[src/rtl/ctrl_time_seq.sv]
// Timed control source: steps a control value through a table of (time, value)
// segments on matches against the shared step counter. Modes: hold, cycle, toggle.
module ctrl_time_seq #(
   parameter int unsigned DATA_W = 64,
   parameter int unsigned CNT_W  = 12,
   parameter int unsigned IDX_W  = 2
) (
   input  logic                            clk,
   input  logic                            sta,
   input  logic [CNT_W-1:0]                counter,
   input  logic [1:0]                      mode,
   input  logic [IDX_W-1:0]                n_last,
   input  logic [(2**IDX_W)*CNT_W-1:0]     seg_time,
   input  logic [(2**IDX_W)*DATA_W-1:0]    seg_value,
   input  logic [DATA_W-1:0]               idle_value,
   output logic [DATA_W-1:0]               y,
   output logic [IDX_W-1:0]                idx,
   output logic                            evt,
   output logic                            done
);

   typedef enum logic [1:0] {LOAD, ARMED, RUN, DONE} state_t;

   localparam logic [1:0] MODE_CYCLE  = 2'd1;
   localparam logic [1:0] MODE_TOGGLE = 2'd2;

   state_t           state;
   logic [IDX_W-1:0] cur;
   logic [IDX_W-1:0] cur_nxt;
   logic [IDX_W-1:0] tgt_idx;
   logic [1:0]       mode_q;
   logic [IDX_W-1:0] n_last_q;
   logic [CNT_W-1:0] target;
   logic             match;
   logic             adv;
   logic             is_hold;

   // Target selection and match: counter one step ahead of the segment time.
   always_comb begin
      cur_nxt = IDX_W'(cur + 1'b1);
      is_hold = (mode_q != MODE_CYCLE) && (mode_q != MODE_TOGGLE);
      tgt_idx = '0;
      if (state == RUN && mode_q != MODE_TOGGLE &&
          !(mode_q == MODE_CYCLE && cur == n_last_q))
         tgt_idx = cur_nxt;
      target = seg_time[tgt_idx*CNT_W +: CNT_W];
      match  = (counter == CNT_W'(target - 1'b1));
   end

   // Sequencer: state, segment index and latched configuration.
   always_ff @(posedge clk or posedge sta) begin
      if (sta) begin
         state    <= LOAD;
         cur      <= '0;
         mode_q   <= '0;
         n_last_q <= '0;
         adv      <= 1'b0;
      end else begin
         adv <= 1'b0;
         case (state)
            LOAD: begin
               mode_q   <= mode;
               n_last_q <= n_last;
               state    <= ARMED;
            end
            ARMED: begin
               if (match) begin
                  adv   <= 1'b1;
                  cur   <= '0;
                  state <= (is_hold && n_last_q == '0) ? DONE : RUN;
               end
            end
            RUN: begin
               if (match) begin
                  adv <= 1'b1;
                  if (mode_q == MODE_TOGGLE) begin
                     state <= ARMED;
                  end else if (mode_q == MODE_CYCLE) begin
                     cur <= (cur == n_last_q) ? '0 : cur_nxt;
                  end else begin
                     cur <= cur_nxt;
                     if (cur_nxt == n_last_q)
                        state <= DONE;
                  end
               end
            end
            DONE: begin
               cur <= cur;
            end
         endcase
      end
   end

   // Output stage: one cycle behind the sequencer, tracks live table values.
   always_ff @(posedge clk or posedge sta) begin
      if (sta) begin
         y    <= '0;
         idx  <= '0;
         evt  <= 1'b0;
         done <= 1'b0;
      end else begin
         y    <= (state == LOAD || state == ARMED) ? idle_value
                                                   : seg_value[cur*DATA_W +: DATA_W];
         idx  <= cur;
         evt  <= adv;
         done <= (state == DONE);
      end
   end

endmodule

[config.mk]
export PLATFORM = sky130hd
export DESIGN_NAME = ctrl_time_seq
export DESIGN_NICKNAME = d
export VERILOG_FILES = /design/src/rtl/ctrl_time_seq.sv
export SDC_FILE = /design/constraint.sdc
export NUM_CORES = 1
export LEC_CHECK = 0
export ABC_AREA = 0
export BUFFER_PORTS_ARGS = -buffer_cell sky130_fd_sc_hd__buf_2
export CAP_MARGIN = 30
export CORE_AREA = 5 5 175 177
export DETAILED_ROUTE_END_ITERATION = 8
export DIE_AREA = 0 0 180 182
export SYNTH_ARGS = -nofsm -noshare
export SYNTH_HDL_FRONTEND = slang
export SYNTH_SLANG_ARGS = --single-unit
[constraint.sdc]
create_clock -name clk -period 3.6 [get_ports clk]
set_input_delay 0.72 -clock clk [delete_from_list [all_inputs] [get_ports clk]]
set_output_delay 0.72 -clock clk [all_outputs]
set_load 0.1 [all_outputs]
Yosys cells after proc, flatten, opt, wreduce, memory -nomap -nowiden
Index checks and enable logic that the tools add are counted.

operators by class
  reduce and logical (&&, ||, !) cells = 14
  eq/ne operators = 15
  shift operators = 2
  muxes and demuxes = 17
  div/mod/pow operators = 0
  add/subtract/negate cells = 2
  order comparisons = 0
  bitwise logic cells = 0
  $mul = 1

operators with widths
  kind                     number
  $shiftx A256 B9 Y64      1
  $mux W64                 1
  $shiftx A48 B7 Y12       1
  $mux W2                  11
  $eq A12 B12 Y1           1
  $sub A12 B1 Y12 const B  1
  $ne A2 B2 Y1 const B     4
  $eq A2 B2 Y1 const B     3
  $pmux W2 S3              1
  $logic_and A1 B1 Y1      5
  $reduce_and A5 Y1        1
  $eq A2 B1 Y1 const B     2
  $eq A2 B2 Y1             2
  $logic_not A2 Y1         2
  $mul A2 B2 Y4 const B    1
  $pmux W2 S2              1
  $reduce_and A4 Y1        1
  $mux W1                  3
  $ne A3 B1 Y1 const B     1
  $ne A3 B3 Y1 const B     1
  $reduce_bool A3 Y1       1
  $add A2 B1 Y2 const B    1
  $ne A2 B1 Y1 const B     1
  $reduce_bool A2 Y1       1
  other kinds (3)          3

word-level totals
  register bits = 77
  input bits = 386
  memories kept = 0
  latch bits = 0
  ROM bits = 0
  memory bits (writable) = 0
  logic and storage cells = 60

Longest topological paths before layout
Gate-level depths: netlist of run 1.

  depth in word-level cells = 11
  gate-level depth with buffers = 16

Worst setup path before layout of run 1
No wires, ideal clock.

  path kind = reg-to-reg
  from = register state[0]
  to = register cur[0]
  stages on the path, launching flop included = 15
  buffers on the path = 2
  arrival = 3.318 ns
  setup time = 0.125 ns
  path slack = 0.157 ns
  clock period less this slack = 3.443 ns
  cells stage by stage = dfrtp_1 inv_1 ha_1 buf_4 nor2b_1 buf_4 nand3b_1 o221a_2 and2_4 or4_4 o41ai_1 a31oi_1 nor2_2 o21a_4 mux2_4

on the way
  word-level cells in the longest chain between the ends = 10

RTL lines
  item                                RTL line  text
  start: declaration                  27        state_t state;
  start signal: assignment            70        state <= (is_hold && n_last_q == '0) ? DONE : RUN;
  $eq A2 B2 Y1                        43, 60
  $logic_and A1 B1 Y1 (2 in a row)    43        if (state == RUN && mode_q != MODE_TOGGLE &&
  $mux W2                             43
  $mul A2 B2 Y4                       46        target = seg_time[tgt_idx*CNT_W +: CNT_W];
  $shiftx A48 B7 Y12                  46
  $sub A12 B1 Y12                     47        match = (counter == CNT_W'(target - 1'b1));
  $eq A12 B12 Y1                      47
  $ne A2 B2 Y1 (no source line)       n/a
  $reduce_and A4 Y1 (no source line)  n/a
  end signal: assignment              79        cur <= (cur == n_last_q) ? '0 : cur_nxt;
  end signal: assignment              81        cur <= cur_nxt;
  end signal: assignment              88        cur <= cur;
  end: declaration                    28        logic [IDX_W-1:0] cur;

Several ways; a longest one is shown, not always the timed one.
A chain may end at the register's enable or synchronous reset.

Worst setup path after layout of run 1
Same ends and word-level chain as after synthesis.

==> flow_metrics.tcl, run 1 <==
set metrics [dict create \
    status "finished, final reports clean" \
    htree_num_levels 3 \
    clock-sinks 77 \
    relSlewSlack_pct 53.72 \
    gr-total-overflow 0 \
    worst_slew_pin_slew_ns 0.6941 \
    ioPinCount 454 \
    hold_path_class "input port to asynchronous set/reset pin" \
    wl_per_cell_um 21.37 \
    initial_core_util_pct 19.49 \
    postPlaceCellArea_um2 8456 \
    seq_area_frac_synth_pct 33.99 \
    yosys_warnings 0 \
    crit_required_ns 3.82 \
    clkLatencyLatePin_ns 0.34 \
    async_flop_share_pct 100.0 \
    drt_iter0_markers 292 \
    syn2layout_area_growth_pct 60.25 \
    fin_crit_ns 3.492 \
    syn_area_per_cell_um2 13.12 \
    cts-root-buf "clkbuf_16" \
    synth_seq_cells 77 \
    syn_area_um2 5669 \
    end_kind "flop" \
    ctsHoldBuffers 0 \
    dp_slack_ns -0.1257 \
    vias 5922 \
    final_cell_mix "buf_2 (453), dfrtp_1 (74), mux2_2 (66)" \
    ant_nets 0 \
    routed_via_density 4.577 \
    p_int_uw 1868 \
    switching_share_pct 32.00 \
    critical_path.top_delay_family "simple AND/OR/NAND/NOR gates" \
    slowest_delay_ns 0.40 \
    synth-compound-area-share_pct 9.556 \
    syn_inst 432 \
    power.density_nw_per_um2 302.4 \
    p_sw_uw 879.2 \
    fin_ws_ns 0.1081 \
    rows 63 \
    wirelength_mm 27.66 \
    yosys_most_used_dff "dfrtp_1" \
    grt_util_all_layers_pct 16.10 \
    cts_buffers 9 \
    yosys.area_share.simple_pct 9.292 \
    clk_pin_slew_ns 0.07 \
    routabilityCongestion 0.9745 \
    synth_xor_area_share_pct 1.986 \
    min_period_over_period_pct 97.00 \
    route.detailed.drc 0 \
    share_comb_of_total_power_pct 27.2 \
    peakVddDrop_uv 222.4 \
    drive_above_1_share_pct 75.25 \
    cp-start-kind "flop" \
    grt_pass1_wl_mm 40.10 \
    antenna_found_initial 6 \
    grt_max_degree 77 \
    die_w_um 180 \
    die_y_um 182 \
    io_buffers 453 \
    grt_pass1_vias 6287 \
    dieArea_um2 32760 \
    rsz0062_at_grt "true" \
    cp.arrival_ns 3.71 \
    drv_cap 0 \
    leakagePower_uw 0.004288 \
    drt_pass1_iterations 4 \
    core_area_um2 29090 \
    dp_hpwl_mm 23.18 \
    final-setup-viol-count 0 \
    layout_commonest_cell "buf_2" \
    yosysUniqueCellTypes 67 \
    maxSlewViolCount 0 \
    nets 1289 \
    cpMostUsedCell "nand4_1" \
    path_cells "inv_2 -> ha_4 -> buf_4 -> and2b_2 -> o21ai_4 -> buf_12 -> mux2i_2 -> a21o_1 -> nand4_1 -> nor4b_4 -> o2111a_1 -> nand4_1 -> nor2_4 -> o21a_4 -> mux2_4" \
    crit_path_max_fanout 6 \
    critPathSlowestCell "dfrtp_1" \
    synth_top_family_by_area "multiplexers" \
    crit_type "flop to flop" \
    skew_ns 0.009690 \
    hold_viol_final 0 \
    synth_edf_count 0 \
    cts_tree "done" \
    critPathBufInv 3 \
    synth_mux_area_share_pct 40.74 \
    synth_nets 825 \
    synthAdderAreaFrac_pct 1.545 \
    final_area_um2 9085 \
    fmax_ghz 0.2864 \
    pwr-share-seq_pct 33.1 \
    clockBufferDepth 2 \
    clkPwrFrac_pct 39.7 \
]
[routing by layer]
metal	routed length (um)	part of all wire [%]	global-route usage [%]	vias to the layer above
met5	34	0.12	0	-
met4	709	2.6	5.151	4
met2	14000	51	27.17	302
met3	2137	7.7	5.308	37
li1	-	-	-	2654
met1	10780	39	19.49	2925
[final timing paths]
kind / start / to / slack, ns / cells past startpoint
setup / recovery: state[0] / cur[0] / 0.11 / 15
setup reg to reg: state[0] / cur[0] / 0.11 / 15
hold reg to reg: adv / evt / 0.34 / 0
hold / removal: sta / y[25] / 0.22 / 2
min in group clk: adv / evt / 0.34 / 0
max in group asynchronous: sta / cur[1] / 2.71 / 3
[power groups by stage]
stage	Sequential [uW]	Clock [uW]	Combinational, uW
after floorplan	1200	0	148
after global placement	926	0	733
after detailed placement	927	0	739
after CTS	910	1130	743
after global routing	912	1170	789
final	910	1090	748
[cell families (layout without fill, tap and decap cells)]
family | count (synthesis) | after routing
buf+inv | 37 | 506
simple gates | 90 | 90
other cells | 0 | 3
flops | 77 | 77
compound gates | 67 | 67
mux | 142 | 142
xor+xnor | 12 | 12
fa+ha+maj | 7 | 7
[registers in the layout (all words and copies together), names as in the netlist]
signal / count
cur: 2
state: 2
n_last_q: 2
adv: 1
evt: 1
done: 1
y: 64
idx: 2
mode_q: 2
[synth_stat cells (2+ instances only)]
master | count | area, um2
or3_1 | 2 | 12.51
and4_1 | 3 | 26.28
a311oi_1 | 3 | 26.28
nand3_1 | 2 | 10.01
xnor2_1 | 5 | 43.79
inv_1 | 7 | 26.28
and2_4 | 2 | 17.52
nand4_1 | 6 | 37.54
a21oi_1 | 7 | 35.03
xor2_1 | 6 | 52.55
o211ai_1 | 5 | 37.54
mux2i_1 | 11 | 110.1
a211oi_2 | 3 | 37.54
nor2b_1 | 11 | 68.82
o22ai_1 | 4 | 25.02
and3b_1 | 2 | 17.52
buf_1 | 6 | 22.52
nor3_1 | 7 | 35.03
mux2_2 | 66 | 743.2
and2_1 | 3 | 18.77
nor3b_1 | 3 | 22.52
nor2_1 | 12 | 45.04
dfrtp_1 | 77 | 1927
o21ai_0 | 15 | 75.07
mux4_2 | 64 | 1441
nand2b_1 | 5 | 31.28
a21o_1 | 2 | 15.01
a31o_2 | 3 | 26.28
clkbuf_1 | 17 | 63.81
o221a_2 | 3 | 33.78
o221ai_1 | 4 | 35.03
a31oi_1 | 4 | 25.02
buf_4 | 4 | 30.03
ha_1 | 7 | 87.58
nand2_1 | 19 | 71.32
[per-stage QoR]
step                setup TNS (ns)  power, uW  util, %  std cells  hold WS (ns)
detailed placement         -0.2401       1665    29.07       1262        0.3364
finish                           0       2748    31.23       1294        0.2185
global route               -0.1023       2874    31.23       1294        0.1978
CTS                       -0.02433       2784    30.46       1282        0.1979
floorplan                        0       1349        -        432        0.3312
global placement                 0       1659    29.07       1262        0.3378
[layout make-up]
cell class / count / area (um2)
tap: 390 / 488.0
multi-input combinational: 318 / 3729
clock buffer: 10 / 229.0
timing repair buffer: 483 / 2550
sequential: 77 / 1936
inverter: 7 / 27.53
fill: 3019 / 20000
clock inverter: 6 / 118.9
antenna: 3 / 7.507
[worst reg2reg max path, delay by kind of cell, from the launching register on]
family | cells | cell delay, ns
flops | 1 | 0.40
fa+ha+maj | 1 | 0.18
compound gates | 4 | 0.74
simple gates | 5 | 1.17
mux | 2 | 0.52
buf+inv | 3 | 0.36
[timing repair]
item	in CTS	in global routing
pin swaps	0	12
setup endpoints to repair	4	5
gates resized for setup	4	31
buffers inserted	4	9
No activity file was read; power rests on OpenSTA's default activity.
==> inputs of run 2 (changes only) <==
RECOVER_POWER = 50   (was not set)
==> flow_metrics.tcl, run 2 (synthesis gave the netlist of run 1 again) <==
set metrics [dict create \
    rsz0062_at_grt "true" \
    drt_pass1_iterations 4 \
    r2r_setup_slack_ns 0.1 \
    clkLatencyLatePin_ns 0.34 \
    dp_hpwl_mm 23.18 \
    rows 63 \
    vias 5934 \
    die_w_um 180 \
    relSlewSlack_pct -36.74 \
    grt_pass1_vias 6287 \
    crit_path_max_fanout 6 \
    core_area_um2 29090 \
    clockBufferDepth 2 \
    ctsHoldBuffers 0 \
    end_kind "flop" \
    ant_nets 0 \
    grt_util_all_layers_pct 16.10 \
    cp.arrival_ns 3.72 \
    nets 1289 \
    routed_via_density 4.586 \
    route.detailed.drc 0 \
    hold_viol_final 0 \
    antenna_found_initial 6 \
    critPathSlowestCell "dfrtp_1" \
    cp-startpoint "state[0]" \
    final-setup-viol-count 0 \
    io_buffers 453 \
    worst_slew_pin_slew_ns 2.051 \
    status "finished with violations" \
    min_period_over_period_pct 97.33 \
    violations "capacitance limit, slew limit" \
    die_y_um 182 \
    dp_slack_ns -0.1257 \
    slowest_delay_ns 0.40 \
    total_power_uw 2743 \
    drive_above_1_share_pct 72.25 \
    dieArea_um2 32760 \
    cp-start-kind "flop" \
    fin_crit_ns 3.504 \
    htree_num_levels 3 \
    r2r-start "state[0]" \
    leakagePower_uw 0.004205 \
    routabilityCongestion 0.9745 \
    clock-sinks 77 \
    peakVddDrop_uv 222.6 \
    layout_commonest_cell "buf_2" \
    syn2layout_area_growth_pct 59.30 \
    wl_per_cell_um 21.47 \
    drv_cap 2 \
    crit_type "flop to flop" \
    grt_pass1_wl_mm 40.10 \
    fmax_ghz 0.2854 \
    crit_required_ns 3.82 \
    cts_tree "done" \
    ioPinCount 454 \
    r2r_end "cur[0]" \
    layoutNonFillerInstCount 1294 \
    fin_hold_ws_ns 0.2283 \
    skew_ns 0.009133 \
    initial_core_util_pct 19.49 \
    wirelength_mm 27.78 \
    fin_ws_ns 0.09620 \
    drt_iter0_markers 275 \
    cts-root-buf "clkbuf_16" \
    place_inst 1262 \
    top_register "y" \
    path_cells "inv_2 -> ha_4 -> buf_4 -> and2b_2 -> o21ai_4 -> buf_12 -> mux2i_2 -> a21o_1 -> nand4_1 -> nor4b_4 -> o2111a_1 -> nand4_1 -> nor2_4 -> o21a_4 -> mux2_4" \
    power.density_nw_per_um2 303.7 \
    hold_path_class "input port to asynchronous set/reset pin" \
    cpMostUsedCell "nand4_1" \
    maxSlewViolCount 107 \
    cts_buffers 9 \
    largest_register_ffs 64 \
    gr-total-overflow 0 \
    final_cell_mix "buf_2 (428), dfrtp_1 (74), mux2_2 (66)" \
    r2r_cells 15 \
    grt_max_degree 77 \
    clk_pin_slew_ns 0.07 \
    fillCellCount 3038 \
]
-- run 2: how the worst max path moves through the flow --
stage	endpoint	slack [ns]	cells past startpoint
2_1_floorplan	cur[0]	0.16	14
3_3_place_gp	cur[0]	0.06	14
3_5_place_dp	cur[0]	-0.13	15
4_1_cts	cur[0]	-0.02	14
5_1_grt	cur[0]	-0.07	13
6_report	cur[0]	0.1	15
-- run 2: layout make-up --
type                            count  area, um2  share of cell area, %
Timing Repair Buffer              483       2496                  27.64
Clock inverter                      6      118.9                  1.316
Tap cell                          390      488.0                  5.403
Antenna cell                        3      7.507                0.08313
Sequential cell                    77       1936                  21.43
Inverter                            7      27.53                 0.3048
Multi-Input combinational cell    318       3729                  41.29
Clock buffer                       10      229.0                  2.535
-- run 2: metal layers --
layer  share of wire (%)  wire [um]  GRT usage [%]
met5                0.12         34              0
met4                 2.5        694          5.151
met3                 8.1       2248          5.308
met2                  51      14110          27.17
met1                  38      10690          19.49
-- run 2: power by group --
group	total, uW	internal [uW]	switching, uW
Clock	1090	687	403
Combinational	742	274	468
Sequential	910	901	9.42
Total	2740	1860	880
-- run 2: what timing repair did --
action,in CTS,in global routing
gates resized for setup,4,31
buffers inserted,4,9
endpoints found under the setup margin,4,5
pin swaps,0,12
-- run 2: critical path: cells and delay by family, from the launching register on --
kind,cells,cell delay (ns)
flops,1,0.40
mux,2,0.53
buf+inv,3,0.36
fa+ha+maj,1,0.18
simple gates,5,1.18
compound gates,4,0.74
-- run 2: metrics by stage --
step	TNS (ns)	area (um2)	utilization [%]
6_report	0	9031	31.05
5_1_grt	-0.1023	9031	31.05
4_1_cts	-0.02433	8860	30.46
3_5_place_dp	-0.2401	8456	29.07
3_3_place_gp	0	8456	29.07
2_1_floorplan	0	5669	-
==> inputs of run 3 (changes only) <==
MAX_ROUTING_LAYER = met4   (was not set)
==> flow_metrics.tcl, run 3 (synthesis gave the netlist of run 1 again) <==
set metrics [dict create \
    status "finished with violations" \
    violations "capacitance limit, slew limit" \
    drt_iter0_markers 280 \
    final-setup-viol-count 0 \
    cts_buffers 9 \
    clkPwrFrac_pct 37.9 \
    crit_type "flop to flop" \
    clk_pin_slew_ns 0.06 \
    tns_ns 0 \
    ctsHoldBuffers 0 \
    routed_via_density 4.596 \
    crit_path_max_fanout 6 \
    worst_slew_pin_slew_ns 2.082 \
    drt_pass1_iterations 5 \
    clockBufferDepth 2 \
    antenna_found_initial 3 \
    gr-total-overflow 0 \
    crit_required_ns 3.86 \
    top_register "y" \
    ioPinCount 454 \
    grt_pass1_wl_mm 40.05 \
    grt_pass1_vias 6218 \
    die_y_um 182 \
    cts_tree "done" \
    min_period_over_period_pct 97.17 \
    switching_share_pct 32.71 \
    relSlewSlack_pct -38.80 \
    routabilityCongestion 0.9985 \
    grt_util_all_layers_pct 16.66 \
    dieArea_um2 32760 \
    io_buffers 453 \
    route.detailed.drc 0 \
    cp-start-kind "flop" \
    leakagePower_uw 0.004280 \
    core_area_um2 29090 \
    total_power_uw 2669 \
    initial_core_util_pct 19.49 \
    largest_register_ffs 64 \
    fin_hold_ws_ns 0.3486 \
    fin_crit_ns 3.498 \
    final_cell_mix "buf_2 (453), dfrtp_1 (74), mux2_2 (66)" \
    wl_per_cell_um 21.70 \
    skew_ns 0.008226 \
    drv_cap 1 \
    htree_num_levels 3 \
    hold_path_class "flop to flop" \
    pwr-share-seq_pct 34.2 \
    vias 5952 \
    maxSlewViolCount 34 \
    ant_nets 0 \
    p_sw_uw 872.8 \
    cp.arrival_ns 3.76 \
    nets 1291 \
    grt_max_degree 50 \
    hold_viol_final 0 \
    end_kind "flop" \
    drive_above_1_share_pct 74.97 \
    layout_commonest_cell "buf_2" \
    rows 63 \
    p_int_uw 1796 \
    die_w_um 180 \
    clkLatencyLatePin_ns 0.34 \
    syn2layout_area_growth_pct 59.21 \
    power.density_nw_per_um2 295.7 \
    fmax_ghz 0.2859 \
    share_comb_of_total_power_pct 28.0 \
    peakVddDrop_uv 194.3 \
    wirelength_mm 28.10 \
    dp_hpwl_mm 23.53 \
    cts-root-buf "clkbuf_16" \
    clock-sinks 77 \
]
run 3: changes by cell type in the layout (fill, tap and decap cells not counted), sizes merged:
cell    delta
diode      -1
clkbuf    -26
bufinv     -1
clkinv     +1
buf       +28
run 3: timing repair:
item,CTS,global route
gates cloned,0,0
setup buffers,2,12
pin swaps,1,13
endpoints found under the hold margin,0,0
gates resized for setup,3,26
setup endpoints to repair,1,5
run 3: path summary, 6_finish.rpt:
kind                       depth (start not counted)       end  slack [ns]  startpoint
setup / recovery                                  16  state[0]        0.10   mode_q[1]
hold / removal                                     0       evt        0.35         adv
setup reg to reg                                  16  state[0]        0.10   mode_q[1]
hold reg to reg                                    0       evt        0.35         adv
max in group asynchronous                          3     y[55]        1.03         sta
min in group asynchronous                          2     y[27]        0.69         sta
run 3: final cells by class:
type / instances / area (um2)
clock inverters: 6 / 95.09
multi-input cells: 318 / 3712
fillers: 3025 / 20060
flip-flops and latches: 77 / 1936
well taps: 390 / 488.0
inverters: 7 / 27.53
diodes: 2 / 5.005
repair buffers: 485 / 2534
clock buffers: 10 / 229.0
run 3: power groups by stage:
stage	Sequential [uW]	Clock [uW]	Combinational [uW]
3_3_place_gp	927	0	733
5_1_grt	915	1090	788
2_1_floorplan	1200	0	148
3_5_place_dp	928	0	740
6_report	912	1010	747
4_1_cts	911	1050	743
run 3: worst max-delay path: stages, from the launching register on:
cell	delay (ns)
dfrtp_1	0.35
inv_1	0.08
ha_4	0.19
nor3b_4	0.16
nand3b_1	0.33
buf_6	0.22
o221a_2	0.26
a22oi_2	0.18
nand4_1	0.21
buf_4	0.19
buf_4	0.13
o211ai_1	0.17
o211ai_1	0.14
a31oi_2	0.20
nor2_2	0.08
a211oi_2	0.29
mux2i_1	0.24
run 3: layer usage:
layer	share of wire [%]	global-route usage (%)	wire (um)	up-vias
met5	0	-	0	-
met4	2.1	4.267	599	0
met3	7.4	4.247	2077	30
met2	51	27.87	14310	312
met1	40	20.19	11110	2961
li1	-	-	-	2649
run 3: metrics by stage:
step | setup WS (ns) | util, % | area, um2 | instances
5_1_grt | -0.1095 | 31.03 | 9026 | 1295
4_1_cts | 0.006243 | 30.29 | 8810 | 1281
2_1_floorplan | 0.1567 | - | 5669 | 432
6_report | 0.1020 | 31.03 | 9026 | 1295
3_3_place_gp | 0.01717 | 29.10 | 8463 | 1263
3_5_place_dp | -0.03024 | 29.10 | 8463 | 1263
